==> config.mk <==
export PLATFORM = sky130hd
export DESIGN_NAME = single_macc_sequencer_flat
export DESIGN_NICKNAME = d
export VERILOG_FILES = /design/src/rtl/single_macc_pkg.sv /design/src/rtl/single_macc_sequencer_if.sv /design/src/rtl/single_macc_drain_delay.sv /design/src/rtl/single_macc_sequencer.sv /design/src/flat_wrapper.sv
export SDC_FILE = /design/constraint.sdc
export NUM_CORES = 1
export LEC_CHECK = 0
export CAP_MARGIN = 5
export CORE_AREA = 2 2 53 60
export CTS_CLUSTER_DIAMETER = 150
export DETAILED_ROUTE_END_ITERATION = 10
export DIE_AREA = 0 0 55 62
export PLACE_DENSITY = 0.89
export SYNTH_ARGS = -nofsm -noshare
export SYNTH_HDL_FRONTEND = slang
export SYNTH_SLANG_ARGS = --single-unit
==> constraint.sdc <==
create_clock -name Clk_i -period 4 [get_ports Clk_i]
set_input_delay 0.4 -clock Clk_i [delete_from_list [all_inputs] [get_ports Clk_i]]
set_output_delay 0.4 -clock Clk_i [all_outputs]
set_load 0.01 [all_outputs]
==> src/rtl/single_macc_pkg.sv <==
// rtl/single_macc_pkg.sv - shared types, defaults and helpers for the single-MACC sequencer
package single_macc_pkg;

    typedef enum logic [1:0] {
        IDLE  = 2'd0,
        RUN   = 2'd1,
        DRAIN = 2'd2
    } seqState_t;

    localparam int DefTapsN       = 16;
    localparam int DefDecimationK = 2;
    localparam int DefMaccLatency = 3;

    // Width of an index into n entries; never narrower than one bit.
    function automatic int addrWidth(input int n);
        return (n > 1) ? $clog2(n) : 1;
    endfunction

endpackage

==> src/rtl/single_macc_sequencer_if.sv <==
// rtl/single_macc_sequencer_if.sv - sample strobe, buffer addresses and MACC control bundle
interface single_macc_sequencer_if
    import single_macc_pkg::*;
#(
    parameter int TapsN = DefTapsN
);
    localparam int AddrW = addrWidth(TapsN);

    logic             DataNd_i;
    logic             DataWr_o;
    logic [AddrW-1:0] DataWrAddr_o;
    logic [AddrW-1:0] DataRdAddr_o;
    logic [AddrW-1:0] CoeffRdAddr_o;
    logic             MaccEn_o;
    logic             MaccFirst_o;
    logic             MaccLast_o;
    logic             DataValid_o;
    logic             Busy_o;
    logic             Overrun_o;

    // Sequencer side
    modport master (
        input  DataNd_i,
        output DataWr_o, DataWrAddr_o, DataRdAddr_o, CoeffRdAddr_o,
        output MaccEn_o, MaccFirst_o, MaccLast_o, DataValid_o, Busy_o, Overrun_o
    );

    // Sample source / datapath side
    modport slave (
        output DataNd_i,
        input  DataWr_o, DataWrAddr_o, DataRdAddr_o, CoeffRdAddr_o,
        input  MaccEn_o, MaccFirst_o, MaccLast_o, DataValid_o, Busy_o, Overrun_o
    );

endinterface

==> src/rtl/single_macc_drain_delay.sv <==
// rtl/single_macc_drain_delay.sv - delays the last-tap marker through the MACC pipeline
module single_macc_drain_delay
    import single_macc_pkg::*;
#(
    parameter int MaccLatency = DefMaccLatency
) (
    input  logic Clk_i,
    input  logic Rst_i,
    input  logic Last_i,
    output logic Valid_o
);
    logic [MaccLatency:0] pipe;

    if (MaccLatency == 0) begin : gShort
        // Single stage: result valid the clock after the last tap
        always_ff @(posedge Clk_i or negedge Rst_i) begin
            if (!Rst_i) pipe <= '0;
            else        pipe <= Last_i;
        end
    end else begin : gLong
        // Shift the marker so each run yields its own pulse, even back-to-back
        always_ff @(posedge Clk_i or negedge Rst_i) begin
            if (!Rst_i) pipe <= '0;
            else        pipe <= {pipe[MaccLatency-1:0], Last_i};
        end
    end

    assign Valid_o = pipe[MaccLatency];

endmodule

==> src/rtl/single_macc_sequencer.sv <==
// rtl/single_macc_sequencer.sv - decimating FIR tap sequencer driving one shared MACC
module single_macc_sequencer
    import single_macc_pkg::*;
#(
    parameter int DecimationK = DefDecimationK,
    parameter int TapsN       = DefTapsN,
    parameter int MaccLatency = DefMaccLatency
) (
    input  logic Clk_i,
    input  logic Rst_i,
    single_macc_sequencer_if.master bus
);
    localparam int AddrW  = addrWidth(TapsN);
    localparam int DrainW = addrWidth(MaccLatency);
    localparam logic [AddrW-1:0]  LastTap   = AddrW'(TapsN - 1);
    localparam logic [AddrW-1:0]  LastPhase = AddrW'(DecimationK - 1);
    localparam logic [DrainW-1:0] LastDrain = DrainW'(MaccLatency - 1);

    seqState_t         state, stateNext;
    logic [AddrW-1:0]  wrPtr, wrPtrNext;
    logic [AddrW-1:0]  phase, phaseNext;
    logic [AddrW-1:0]  tap, tapNext;
    logic [AddrW-1:0]  base, baseNext;
    logic [AddrW-1:0]  pendingBase, pendingBaseNext;
    logic              pending, pendingNext;
    logic              overrun, overrunNext;
    logic [DrainW-1:0] drainCnt, drainCntNext;

    logic              trigger;
    logic              maccEn, maccFirst, maccLast;
    logic [AddrW-1:0]  dataRdAddr, coeffRdAddr;

    assign trigger = bus.DataNd_i && (phase == LastPhase);

    // State register for the FSM and all pointers/counters
    always_ff @(posedge Clk_i or negedge Rst_i) begin
        if (!Rst_i) begin
            state       <= IDLE;
            wrPtr       <= '0;
            phase       <= '0;
            tap         <= '0;
            base        <= '0;
            pendingBase <= '0;
            pending     <= 1'b0;
            overrun     <= 1'b0;
            drainCnt    <= '0;
        end else begin
            state       <= stateNext;
            wrPtr       <= wrPtrNext;
            phase       <= phaseNext;
            tap         <= tapNext;
            base        <= baseNext;
            pendingBase <= pendingBaseNext;
            pending     <= pendingNext;
            overrun     <= overrunNext;
            drainCnt    <= drainCntNext;
        end
    end

    // Next-state logic and per-tap MACC controls
    always_comb begin
        stateNext       = state;
        wrPtrNext       = wrPtr;
        phaseNext       = phase;
        tapNext         = tap;
        baseNext        = base;
        pendingBaseNext = pendingBase;
        pendingNext     = pending;
        overrunNext     = overrun;
        drainCntNext    = drainCnt;
        maccEn          = 1'b0;
        maccFirst       = 1'b0;
        maccLast        = 1'b0;
        dataRdAddr      = '0;
        coeffRdAddr     = '0;

        // Samples are always written, whatever the FSM is doing
        if (bus.DataNd_i) begin
            wrPtrNext = wrPtr + AddrW'(1);
            phaseNext = (phase == LastPhase) ? '0 : phase + AddrW'(1);
        end

        case (state)
            IDLE: begin
                if (trigger) begin
                    stateNext = RUN;
                    tapNext   = '0;
                    baseNext  = wrPtr;
                end
            end
            RUN: begin
                maccEn      = 1'b1;
                maccFirst   = (tap == '0);
                maccLast    = (tap == LastTap);
                coeffRdAddr = tap;
                dataRdAddr  = base - tap;
                tapNext     = tap + AddrW'(1);
                // One trigger can wait behind the current run; a second is lost
                if (trigger) begin
                    if (pending) begin
                        overrunNext = 1'b1;
                    end else begin
                        pendingNext     = 1'b1;
                        pendingBaseNext = wrPtr;
                    end
                end
                if (maccLast) begin
                    tapNext = '0;
                    if (pending) begin
                        baseNext    = pendingBase;
                        pendingNext = 1'b0;
                    end else if (trigger) begin
                        // Trigger on the last tap chains straight into the next run
                        baseNext    = wrPtr;
                        pendingNext = 1'b0;
                    end else begin
                        stateNext    = DRAIN;
                        drainCntNext = '0;
                    end
                end
            end
            DRAIN: begin
                drainCntNext = drainCnt + DrainW'(1);
                if (trigger) begin
                    stateNext = RUN;
                    tapNext   = '0;
                    baseNext  = wrPtr;
                end else if (drainCnt == LastDrain) begin
                    stateNext = IDLE;
                end
            end
            default: stateNext = IDLE;
        endcase
    end

    assign bus.DataWr_o      = bus.DataNd_i & Rst_i;
    assign bus.DataWrAddr_o  = wrPtr;
    assign bus.DataRdAddr_o  = dataRdAddr;
    assign bus.CoeffRdAddr_o = coeffRdAddr;
    assign bus.MaccEn_o      = maccEn;
    assign bus.MaccFirst_o   = maccFirst;
    assign bus.MaccLast_o    = maccLast;
    assign bus.Busy_o        = (state != IDLE);
    assign bus.Overrun_o     = overrun;

    single_macc_drain_delay #(
        .MaccLatency(MaccLatency)
    ) drainDelay (
        .Clk_i   (Clk_i),
        .Rst_i   (Rst_i),
        .Last_i  (maccLast),
        .Valid_o (bus.DataValid_o)
    );

endmodule

==> src/flat_wrapper.sv <==
// flat-port wrapper written by rule: the top's interface ports become plain ports
module single_macc_sequencer_flat import single_macc_pkg::*;
#(
    parameter int DecimationK = DefDecimationK,
    parameter int TapsN       = DefTapsN,
    parameter int MaccLatency = DefMaccLatency
)
  (Clk_i, Rst_i, bus_DataNd_i, bus_DataWr_o, bus_DataWrAddr_o, bus_DataRdAddr_o, bus_CoeffRdAddr_o, bus_MaccEn_o, bus_MaccFirst_o, bus_MaccLast_o, bus_DataValid_o, bus_Busy_o, bus_Overrun_o);
  single_macc_sequencer_if #(.TapsN(TapsN)) bus_i ();
  input  logic Clk_i;
  input  logic Rst_i;
  input wire logic [$bits(bus_i.DataNd_i)-1:0] bus_DataNd_i;
  output wire logic [$bits(bus_i.DataWr_o)-1:0] bus_DataWr_o;
  output wire logic [$bits(bus_i.DataWrAddr_o)-1:0] bus_DataWrAddr_o;
  output wire logic [$bits(bus_i.DataRdAddr_o)-1:0] bus_DataRdAddr_o;
  output wire logic [$bits(bus_i.CoeffRdAddr_o)-1:0] bus_CoeffRdAddr_o;
  output wire logic [$bits(bus_i.MaccEn_o)-1:0] bus_MaccEn_o;
  output wire logic [$bits(bus_i.MaccFirst_o)-1:0] bus_MaccFirst_o;
  output wire logic [$bits(bus_i.MaccLast_o)-1:0] bus_MaccLast_o;
  output wire logic [$bits(bus_i.DataValid_o)-1:0] bus_DataValid_o;
  output wire logic [$bits(bus_i.Busy_o)-1:0] bus_Busy_o;
  output wire logic [$bits(bus_i.Overrun_o)-1:0] bus_Overrun_o;
  assign bus_i.DataNd_i = bus_DataNd_i;
  assign bus_DataWr_o = bus_i.DataWr_o;
  assign bus_DataWrAddr_o = bus_i.DataWrAddr_o;
  assign bus_DataRdAddr_o = bus_i.DataRdAddr_o;
  assign bus_CoeffRdAddr_o = bus_i.CoeffRdAddr_o;
  assign bus_MaccEn_o = bus_i.MaccEn_o;
  assign bus_MaccFirst_o = bus_i.MaccFirst_o;
  assign bus_MaccLast_o = bus_i.MaccLast_o;
  assign bus_DataValid_o = bus_i.DataValid_o;
  assign bus_Busy_o = bus_i.Busy_o;
  assign bus_Overrun_o = bus_i.Overrun_o;
  single_macc_sequencer #(.DecimationK(DecimationK), .TapsN(TapsN), .MaccLatency(MaccLatency)) u_core (.Clk_i(Clk_i), .Rst_i(Rst_i), .bus(bus_i));
endmodule
Yosys cells after proc, flatten, opt, wreduce, memory -nomap -nowiden --
Cells that the tools add are included.
Operators by class: reductions and logical operators 13, muxes and demuxes 28, bitwise gates (word level) 2, add/subtract/negate cells 5, equality and inequality tests 11
Operator list (number):
- two-way mux 4 bit | 8
- two-way mux 2 bit | 9
- case mux 4 bit (2 select lines) | 2
- adder 4 x 1 -> 4 bit (second input constant) | 3
- two-way mux 1 bit | 7
- != test 2 x 1 -> 1 bit (second input constant) | 3
- case mux 2 bit (3 select lines) | 1
- AND reduction 3 bit | 2
- nonzero test 2 bit | 3
- AND reduction 5 bit | 1
- equality test 2 bit (second input constant) | 2
- equality test 4 x 1 -> 1 bit (second input constant) | 1
- equality test 4 bit (second input constant) | 1
- logical NOT 4 bit | 1
- != test 2 bit (second input constant) | 2
- case mux 2 bit (2 select lines) | 1
- AND reduction 2 bit | 2
- AND reduction 4 bit | 1
- subtractor 4 bit | 1
- != test 3 x 1 -> 1 bit (second input constant) | 1
- adder 2 x 1 -> 2 bit (second input constant) | 1
- equality test 2 x 1 -> 1 bit (second input constant) | 1
- logical NOT 2 bit | 1
- OR reduction 2 bit | 1
- 3 further kinds | 3
Word-level totals: register bits 30

Longest topological paths before layout --
Gate-level depths: netlist of the first run.
word-level depth 6, mapped depth 6, mapped depth without buffers 6

By module --
From an unflattened synthesis of the first run, not the netlist that was laid out.
Second synthesis, totals: cell total of the unflattened synthesis 149, area, all modules 1556.5 µm²
By module, submodules not included:
- single_macc_sequencer | instances 1, area an instance 1456.4 µm², cells an instance 145, sequential area each 650.6 µm²
- single_macc_drain_delay | instances 1, area an instance 100.1 µm², cells an instance 4, sequential area each 100.1 µm²

Worst setup path before layout of the first run --
Ideal clock, no wire load.
path kind register to output, start point register u_core.tap[1], end point output port bus_DataRdAddr_o[3], arrival 1.485 ns, stages on the path, launching flop included 7, buffers on the path 0, slack 2.115 ns, cell sequence dfrtp_1 inv_1 ha_1 nor2b_1 o21a_1 o21ai_0 nor3b_1
On the way: word-level cells in the longest chain between the ends 2
Ends and longest elaborated chain:
- from (decl) | RTL line single_macc_sequencer.sv:22 | logic [AddrW-1:0] tap, tapNext;
- from (signal assigned) | RTL line single_macc_sequencer.sv:51 | tap <= tapNext;
- subtractor 4 bit | RTL line single_macc_sequencer.sv:96 | dataRdAddr = base - tap;
- two-way mux 4 bit | RTL line single_macc_sequencer.sv:83 | case (state)
- to (decl) | RTL line flat_wrapper.sv:15 | output wire logic [$bits(bus_i.DataRdAddr_o)-1:0] bus_DataRdAddr_o;
No other way between the ends.

Worst setup path in the final report of the first run --
Ends and elaborated chain as after synthesis.

==> flow_summary.yaml, run 1 <==
outcome:
  status: "finished, final reports clean"
sta:
  fin_crit_sh_pct: 70.5
  grt_setup_unrepaired: "no"
  setup-violations-final: 0
  skew_ns: 0.00859
  hold_violations: 0
  worstMarginPinSlew_ns: 0.589
  max_freq_mhz: 354
  fin_tns_setup_ns: 0
  holdWs_ns: 0.358
  layout_min_cycle_time_ns: 2.82
  drv_slew: 0
  worst_slack_ns: 1.18
  slew_headroom_pct: 60.4
grt:
  grt_max_degree: 32
  grtUsageTotal_pct: 21.3
  grt_pass1_vias: 1052
  gr-total-overflow: 0
  grt_pass1_wl_mm: 4.87
  antenna_found_initial: 0
synth:
  synth_top_area_cell: "dfrtp_1"
  netlist_top_cells_area: "dfrtp_1 (49%), ha_1 (5.8%), o22a_1 (4.6%), xnor2_1 (4.6%), mux2_2 (4.5%)"
  ys_warn_count: 0
  synth_cell_types: 38
  synth_top_area_share_pct: 49.5
  yosys.area_share.simple_pct: 16.4
  synth-xor-area-share_pct: 5.77
  synth_compound_area_share_pct: 12.0
  syn-cell-area_um2: 1520
  synth_top_family_by_area: "simple AND/OR/NAND/NOR gates"
  synth-seq-cells: 30
  synth.top_cells.by_count: "dfrtp_1 (30), nor2_1 (10), inv_1 (8), o22a_1 (8), xnor2_1 (8)"
  syn-num-nets: 149
  synthMuxAreaShare_pct: 5.11
  ys_async_sr_fraction_pct: 100
  synth_fa_ha_area_share_pct: 7.09
  avgSynthCellArea_um2: 11.0
  yosysMostFrequentCell: "dfrtp_1"
  syn_inst: 138
  synth_ff_type: "dfrtp_1"
  yosysSeqAreaShare_pct: 49.5
  synth_edf_count: 0
critical_path:
  cp-start-kind: "flop"
  cp.arrival_ns: 2.42
  path_max_fanout: 6
  rr_startpoint: "u_core.phase[2]"
  reg2reg_depth: 4
  endpoint_kind: "output pin"
  reg2reg_to: "u_core.pendingBase[0]"
  r2r_setup_slack_ns: 2.12
  worstPathRequired_ns: 3.60
  timing_worst_setup_path_type: "flop to output pin"
routing:
  wl_mm: 2.88
  drt_first_iter_violations: 24
  drt-pass1-iter-count: 4
  wl_per_cell_um: 14.7
  viasPerCell: 5.65
  drc_errors: 0
  detail-route-antenna-nets: 0
  vias: 1108
clock_network:
  root_buffer: "clkbuf_4"
  h-tree-depth: 2
  postCtsHoldBufs: 0
  post_cts_buffers: 0
  clk_pin_slew_ns: 0.09
  clock-sinks: 30
  cts_buffer_depth: 2
  clk_latency_ns: 0.33
  postCtsResizedCells: 0
  cts_tree: "done"
  cts_made_buffers: 5
finish:
  fill_cells: 243
  finish.instance_area_um2: 1810
  drive_gt1_share_pct: 13.0
  fin_nets: 172
  area_growth_pct: 19.2
  diodes: 0
  fin_cells: 196
floorplan:
  core_um2: 2890
  die_h_um: 62
  std_cell_rows: 21
  die_x_um: 55
  design.portCount: 22
  dieArea_um2: 3410
  initial_core_util_pct: 52.5
hold_path:
  hp-start: "u_core.drainDelay.pipe[0]"
  min_delay_path_depth: 0
  hp-class: "flop to flop"
  hold_end: "u_core.drainDelay.pipe[1]"
place:
  dpl.hpwl_mm: 2.06
  place.gp.congestion: 0.802
  postPlaceCellArea_um2: 1750
  placed_cells: 188
  port_buffers: 21
  dp_slack_ns: 1.55
pwr:
  p_leak_nw: 0.788
  vdd_drop_max_uv: 485
  p_per_area_nw_per_um2: 882
job:
  cap_viol_max_count: 0
[metrics by stage]
step	total power, mW	utilization (%)
global route	1.74	62.6
floorplan	1.04	-
CTS	1.62	62.6
finish	1.60	62.6
detailed placement	1.41	60.4
global placement	1.36	60.4
[cells in the final DEF (no fill, tap or decap), types with 2 or more instances in the layout]
cell type	instances
a21oi_1	6
and2_1	3
clkbuf_4	5
clkdlybuf4s50_1	21
dfrtp_1	30
ha_1	7
inv_1	8
mux2_2	6
nand2_1	7
nand2b_1	2
nand3_1	2
nand4_1	2
nor2_1	10
nor2b_1	3
nor3_1	3
nor3b_1	3
o21a_1	2
o21ai_0	3
o22a_1	8
o31ai_1	2
xnor2_1	8
xor2_1	2
[registers in the layout, indices dropped and copies added (netlist names)]
signal / cells
u_core.drainCnt: 2
u_core.base: 4
u_core.bus.Overrun_o: 1
u_core.state: 2
u_core.drainDelay.pipe: 4
u_core.phase: 4
u_core.bus.DataWrAddr_o: 4
u_core.pendingBase: 4
u_core.tap: 4
u_core.pending: 1
[cell families after synthesis]
logic type / count (synthesis)
compound gates: 26
mux: 7
buf+inv: 14
flops: 30
fa+ha+maj: 8
xor+xnor: 10
simple gates: 43
[layer usage]
metal,track usage [%],vias to the layer above,wire length (µm)
met1,25.2,534,1150
met3,7.89,10,160
met5,0,-,0
met2,34.0,35,1480
met4,10.5,0,80
li1,-,529,-
[power breakdown]
group	internal (mW)	switching, mW
clock	0.0843	0.106
sequential	0.417	0.130
combinational	0.485	0.373
[worst max-delay path, cell delays in order (launching register included)]
cell             delay (ns)
dfrtp_1                0.43
inv_1                  0.19
ha_1                   0.27
nor2b_1                0.14
o21a_1                 0.19
o21ai_0                0.13
nor3b_1                0.19
clkdlybuf4s50_1        0.57
[cell type report]
class | count | area, µm² | area share [%]
sequential | 30 | 751 | 41.5
multi-input combinational | 94 | 704 | 38.9
timing repair buffer | 22 | 218 | 12.0
clock buffer | 6 | 51.3 | 2.84
tap | 34 | 42.5 | 2.35
inverter | 8 | 30.0 | 1.66
clock inverter | 2 | 12.5 | 0.692
[how the worst max path moves through the flow]
stage                              from                  end  slack [ns]  cells past startpoint
after floorplan           u_core.tap[1]  bus_DataRdAddr_o[3]        2.11                      6
after global placement    u_core.tap[1]  bus_DataRdAddr_o[3]        1.63                      7
after detailed placement  u_core.tap[1]  bus_DataRdAddr_o[3]        1.55                      7
after CTS                 u_core.tap[1]  bus_DataRdAddr_o[3]        1.15                      7
after global routing      u_core.tap[1]  bus_DataRdAddr_o[3]        1.02                      7
final                     u_core.tap[1]  bus_DataRdAddr_o[3]        1.18                      7
Power figures use the tool's default switching activity.
==> run 2, diff against run 1 <==
- CORE_AREA: 2 2 53 60 -> 2 2 55 62
- DIE_AREA: 0 0 55 62 -> 0 0 57 64
- PLACE_DENSITY: 0.89 -> 0.85
- clock period: 4 -> 2.6 ns (I/O delays scaled with it)
==> flow_summary.yaml, run 2 (synthesized netlist as in run 1, its figures left out) <==
place:
  placed_cells: 190
  port_buffers: 21
  dpl.hpwl_mm: 2.15
  dp_slack_ns: 0.257
  place.gp.congestion: 0.822
  postPlaceCellArea_um2: 1760
hold_path:
  hp-class: "flop to flop"
sta:
  setup-violations-final: 0
  worst_slack_ns: 0.156
  holdWs_ns: 0.356
  fin_crit_sh_pct: 94.0
  layout_min_cycle_time_ns: 2.44
  worstMarginPinSlew_ns: 0.613
  skew_ns: 0.0107
  slew_headroom_pct: 58.8
  grt_setup_unrepaired: "no"
  fin_tns_setup_ns: 0
  max_freq_mhz: 409
  hold_violations: 0
  drv_slew: 0
clock_network:
  cts_made_buffers: 5
  clk_pin_slew_ns: 0.09
  cts_tree: "done"
  root_buffer: "clkbuf_4"
  cts_buffer_depth: 2
  h-tree-depth: 2
  clk_latency_ns: 0.34
  clock-sinks: 30
  postCtsHoldBufs: 0
grt:
  grt_max_degree: 31
  grt_pass1_wl_mm: 5.24
  grt_pass1_vias: 1107
  busiest_layer: "met2"
  grtUsageMet1_pct: 23.5
  antenna_found_initial: 0
  gr-total-overflow: 0
  grtUsageMet2_pct: 29.9
  met3_usage_pct: 6.28
  grtUsageTotal_pct: 19.1
critical_path:
  cp.arrival_ns: 2.18
  path_common_cell: "inv_1"
  r2r_setup_slack_ns: 0.71
  critPathSlowestCell: "fa_1"
  timing_worst_setup_path_type: "flop to output pin"
  worstPathRequired_ns: 2.34
  endpoint_kind: "output pin"
  reg2reg_to: "u_core.pendingBase[2]"
  cp-start-kind: "flop"
  startpoint: "u_core.base[0]"
  rr_startpoint: "u_core.phase[2]"
  crit_chain: "inv_1, ha_1, inv_1, fa_1, and2_1, clkdlybuf4s50_1"
  cp-endpoint: "bus_DataRdAddr_o[1]"
  reg2reg_depth: 4
  path_max_fanout: 2
  critical_path.max_stage_delay_ns: 0.55
finish:
  mostFrequentLayoutCells: "dfrtp_1 (29), clkdlybuf4s50_1 (19), nor2_1 (10), xnor2_1 (8), o22a_1 (8)"
  mostFrequentLayoutCell: "dfrtp_1"
  fin_cells: 199
  fin_nets: 175
  area_growth_pct: 20.6
  drive_gt1_share_pct: 15.2
  finish.instance_area_um2: 1830
  finish.utilization_pct: 61.1
  diodes: 0
job:
  cap_viol_max_count: 0
routing:
  drt-pass1-iter-count: 4
  detail-route-antenna-nets: 0
  drc_errors: 0
  drt_first_iter_violations: 38
  wl_per_cell_um: 15.8
  viasPerCell: 5.69
  wl_mm: 3.14
  vias: 1133
outcome:
  status: "finished, final reports clean"
floorplan:
  dieArea_um2: 3650
  die_x_um: 57
  core_um2: 3000
  die_h_um: 64
  design.portCount: 22
  initial_core_util_pct: 50.7
  std_cell_rows: 21
pwr:
  p_leak_nw: 0.812
  p_per_area_nw_per_um2: 1360
  power_mw: 2.48
  vdd_drop_max_uv: 868
run 2: where the power goes:
part,total (mW),internal [mW],switching (mW)
Clock,0.295,0.131,0.164
Sequential,0.824,0.643,0.181
Combinational,1.36,0.737,0.626
run 2: how the worst min path moves through the flow:
stage                              startpoint                         to  slack (ns)  cells after the start
global placement    u_core.drainDelay.pipe[0]  u_core.drainDelay.pipe[1]        0.33                      0
detailed placement  u_core.drainDelay.pipe[1]  u_core.drainDelay.pipe[2]        0.34                      0
finish              u_core.drainDelay.pipe[2]  u_core.drainDelay.pipe[3]        0.36                      0
global route        u_core.drainDelay.pipe[0]  u_core.drainDelay.pipe[1]        0.37                      0
floorplan                               Rst_i             u_core.base[0]       -0.04                      0
CTS                 u_core.drainDelay.pipe[1]  u_core.drainDelay.pipe[2]        0.36                      0
run 2: what timing repair did:
item	4_1_cts	5_1_grt
resized for setup	1	3
buffers inserted	0	1
setup endpoints to repair	1	3
run 2: worst max-delay path: cells and delay by family, from the launching register on:
| family | cells | cell delay [ns] |
|---|---|---|
| flops | 1 | 0.39 |
| fa+ha+maj | 2 | 0.71 |
| buf+inv | 3 | 0.64 |
| simple gates | 1 | 0.12 |
run 2: per-layer routing:
layer  vias up  wire, µm  share of wire, %
li1        535         -                 -
met1       547      1340                43
met2        43      1520                49
met3         8       191               6.1
met4         0        77               2.5
met5         -         0                 0
run 2: area by class of cell:
class                   count  area [µm²]
repair buffers             25         241
well taps                  34        42.5
clock inverters             1        5.00
inverters                   8        30.0
multi-input cells          94         704
clock buffers               7        55.1
flip-flops and latches     30         752
fillers                   272        1160
==> run 3, diff against run 2 <==
- CAP_MARGIN: 5 -> unset
- GPL_TIMING_DRIVEN: unset -> 1
==> results of run 3 <==
The final DEF is identical to that of run 2; final timing and power are the same.
==> edit, RTL diff (config.mk and constraints of run 3) <==
`pendingBase` no longer has a reset.
--- a/src/rtl/single_macc_sequencer.sv
+++ b/src/rtl/single_macc_sequencer.sv
@@ -42,3 +42,2 @@
             base        <= '0;
-            pendingBase <= '0;
             pending     <= 1'b0;
@@ -52,3 +51,2 @@
             base        <= baseNext;
-            pendingBase <= pendingBaseNext;
             pending     <= pendingNext;
@@ -57,2 +55,6 @@
         end
+    end
+
+    always_ff @(posedge Clk_i) begin
+        pendingBase <= pendingBaseNext;
     end
Function: no difference found for any inputs over 10 cycles, from zero or initial values and one cycle with Rst_i low; that may be too few to reach the edited logic, so the function may still have changed.
==> edit against run 3 <==
  * Final area shrank 0.34%
  * Setup slack got worse by 0.0099 ns
  * First-iteration DRC count down 11%
  * Power down 8.4%
  * Clock power shrank 4%
  * Wire length is 8.9% lower
  * Sequential power down 3.4%
  * Sequential cell count stayed put
  * Cell count is 2.0% higher
  * Synthesized area fell by 1.9%
  * Largest cell class unchanged
  * Largest power group unchanged
==> edit: results (changes against run 3) <==
| Metric | Value |
|---|---|
| Leading post-synthesis cells by instance count | 26 x sky130_fd_sc_hd__dfrtp_1, 16 x sky130_fd_sc_hd__nor2_1, 10 x sky130_fd_sc_hd__inv_1, 8 x sky130_fd_sc_hd__xnor2_1 |
| Worst min-delay path class | in -> async |
| Dpl cell area | 1750 sq um (-0.57%) |
| Placement-stage worst setup slack | 0.316 ns (+0.0590 ns) |
| Number of distinct library cell variants in the gate-level netlist after synthesis | 39 (+2.6%) |
| Total track usage | 18.5% (-0.59 points) |
| EDFF count, synth | 4 (+4) |
| DR vias | 1121 (-1.1%) |
| Pin count of the biggest net entering global routing | 27 (-13%) |
| H-tree depth | 2 (unchanged) |
| Vias in the first global route | 1170 (+5.7%) |
| Run status | finished clean |
| Via-to-Cell Ratio | 5.52 (-3.0%) |
| Sequential-to-total area share from yosys stat | 51.8% (+2.3 points) |
| Leakage power total | 0.808 nW (-0.42%) |
| Share of total power consumed by net switching | 38.0% (-1.1 points) |
| Fraction of registers with async set or reset after synthesis | 86.7% (-13 points) |
| Filler Cells Inserted | 276 (+1.5%) |
| Half-perimeter wire length after detailed placement | 2110 um (-1.9%) |
| Cells taking the most area after synthesis | sky130_fd_sc_hd__dfrtp_1 44%, sky130_fd_sc_hd__edfxtp_1 8.1%, sky130_fd_sc_hd__ha_1 5.9%, sky130_fd_sc_hd__xnor2_1 4.7%, sky130_fd_sc_hd__nor2_1 4.0% |
| Remaining max-slew budget at the tightest pin | 66.4% (+7.5 points) |
| Syn avg cell area | 10.6 sq um (-4.0%) |
| Fraction of final layout cells sized beyond drive strength 1 | 13.0% (-2.1 points) |
| Wirelength, routed | 2860 um (-8.9%) |
| Post-layout nets | 179 (+2.3%) |
| Net Count, Synth | 152 (+2.0%) |
| Max rail drop VDD | 832 uV (-4.1%) |
| DRC marker count from the first detailed-route iteration | 34 (-11%) |
| Final worst clock skew | 0.0115 ns (+0.000798 ns) |
| Global-route wire length before repair | 5100 um (-2.8%) |
==> edit: changes by cell type after synthesis, moves of 3 or more <==
cell	change
sky130_fd_sc_hd__a211oi_1	+3
sky130_fd_sc_hd__nor4_1	+4
sky130_fd_sc_hd__dfrtp_1	-4
sky130_fd_sc_hd__nor2_1	+6
sky130_fd_sc_hd__mux2_2	-4
sky130_fd_sc_hd__nand2_1	-3
sky130_fd_sc_hd__o22a_1	-8
sky130_fd_sc_hd__edfxtp_1	+4
==> edit: worst max-delay path, cell delays in order, from the launching register on <==
cell and delay, ns:
sky130_fd_sc_hd__dfrtp_1 0.37, sky130_fd_sc_hd__inv_1 0.08, sky130_fd_sc_hd__ha_1 0.17, sky130_fd_sc_hd__inv_1 0.06
sky130_fd_sc_hd__fa_1 0.53, sky130_fd_sc_hd__and2_1 0.13, sky130_fd_sc_hd__clkdlybuf4s50_1 0.53
==> edit: logic make-up (layout without fill, tap and decap cells) <==
kind of cell / after synthesis / in the layout / share of synthesized area, %
and+or+nand+nor: 51 / 51 / 18.6
DFF: 30 / 30 / 51.8
AOI/OAI and AO/OA: 23 / 23 / 9.92
buffers and inverters: 16 / 44 / 4.45
xor gates and xnor gates: 10 / 10 / 5.88
adders and majority gates: 8 / 8 / 7.23
muxes: 3 / 3 / 2.18
==> edit: area by class of cell <==
cell class / count / area [sq um] / share of cell area (%)
flip-flops and latches: 30 / 772 / 42.3
multi-input cells: 95 / 659 / 36.1
repair buffers: 26 / 253 / 13.9
clock buffers: 7 / 55.1 / 3.02
well taps: 34 / 42.5 / 2.33
inverters: 10 / 37.5 / 2.06
clock inverters: 1 / 5.00 / 0.274
==> edit: final timing paths <==
check                                             to  slack, ns                       from  cells past startpoint
max in group asynchronous              u_core.tap[0]       1.99                      Rst_i                      2
max reg2reg                    u_core.pendingBase[3]       0.83            u_core.phase[1]                      2
min in group Clk_i         u_core.drainDelay.pipe[3]       0.36  u_core.drainDelay.pipe[2]                      0
min reg2reg                u_core.drainDelay.pipe[3]       0.36  u_core.drainDelay.pipe[2]                      0
max                              bus_DataRdAddr_o[1]       0.15             u_core.base[0]                      6
min                             u_core.bus.Overrun_o       0.34                      Rst_i                      2
==> edit: layer usage <==
metal	part of all wire (%)	global-route usage, %	up-vias
li1	-	-	547
met1	40	19.7	534
met2	54	32.2	40
met3	6.0	6.28	0
met4	0	9.01	0
met5	0	0	-
==> edit: what timing repair did <==
action                                  CTS  global route
hold buffers                              0             0
pin swaps                                 0             0
endpoints found under the setup margin    1             3
resized for setup                         1             5
==> edit: power by group through the flow <==
stage                     Sequential (mW)  Clock (mW)  Combinational [mW]
after floorplan                     0.768           0               0.690
after global placement              0.786           0                1.14
after detailed placement            0.802           0                1.20
after CTS                           0.795       0.295                1.21
after global routing                0.819       0.314                1.34
final                               0.796       0.283                1.20
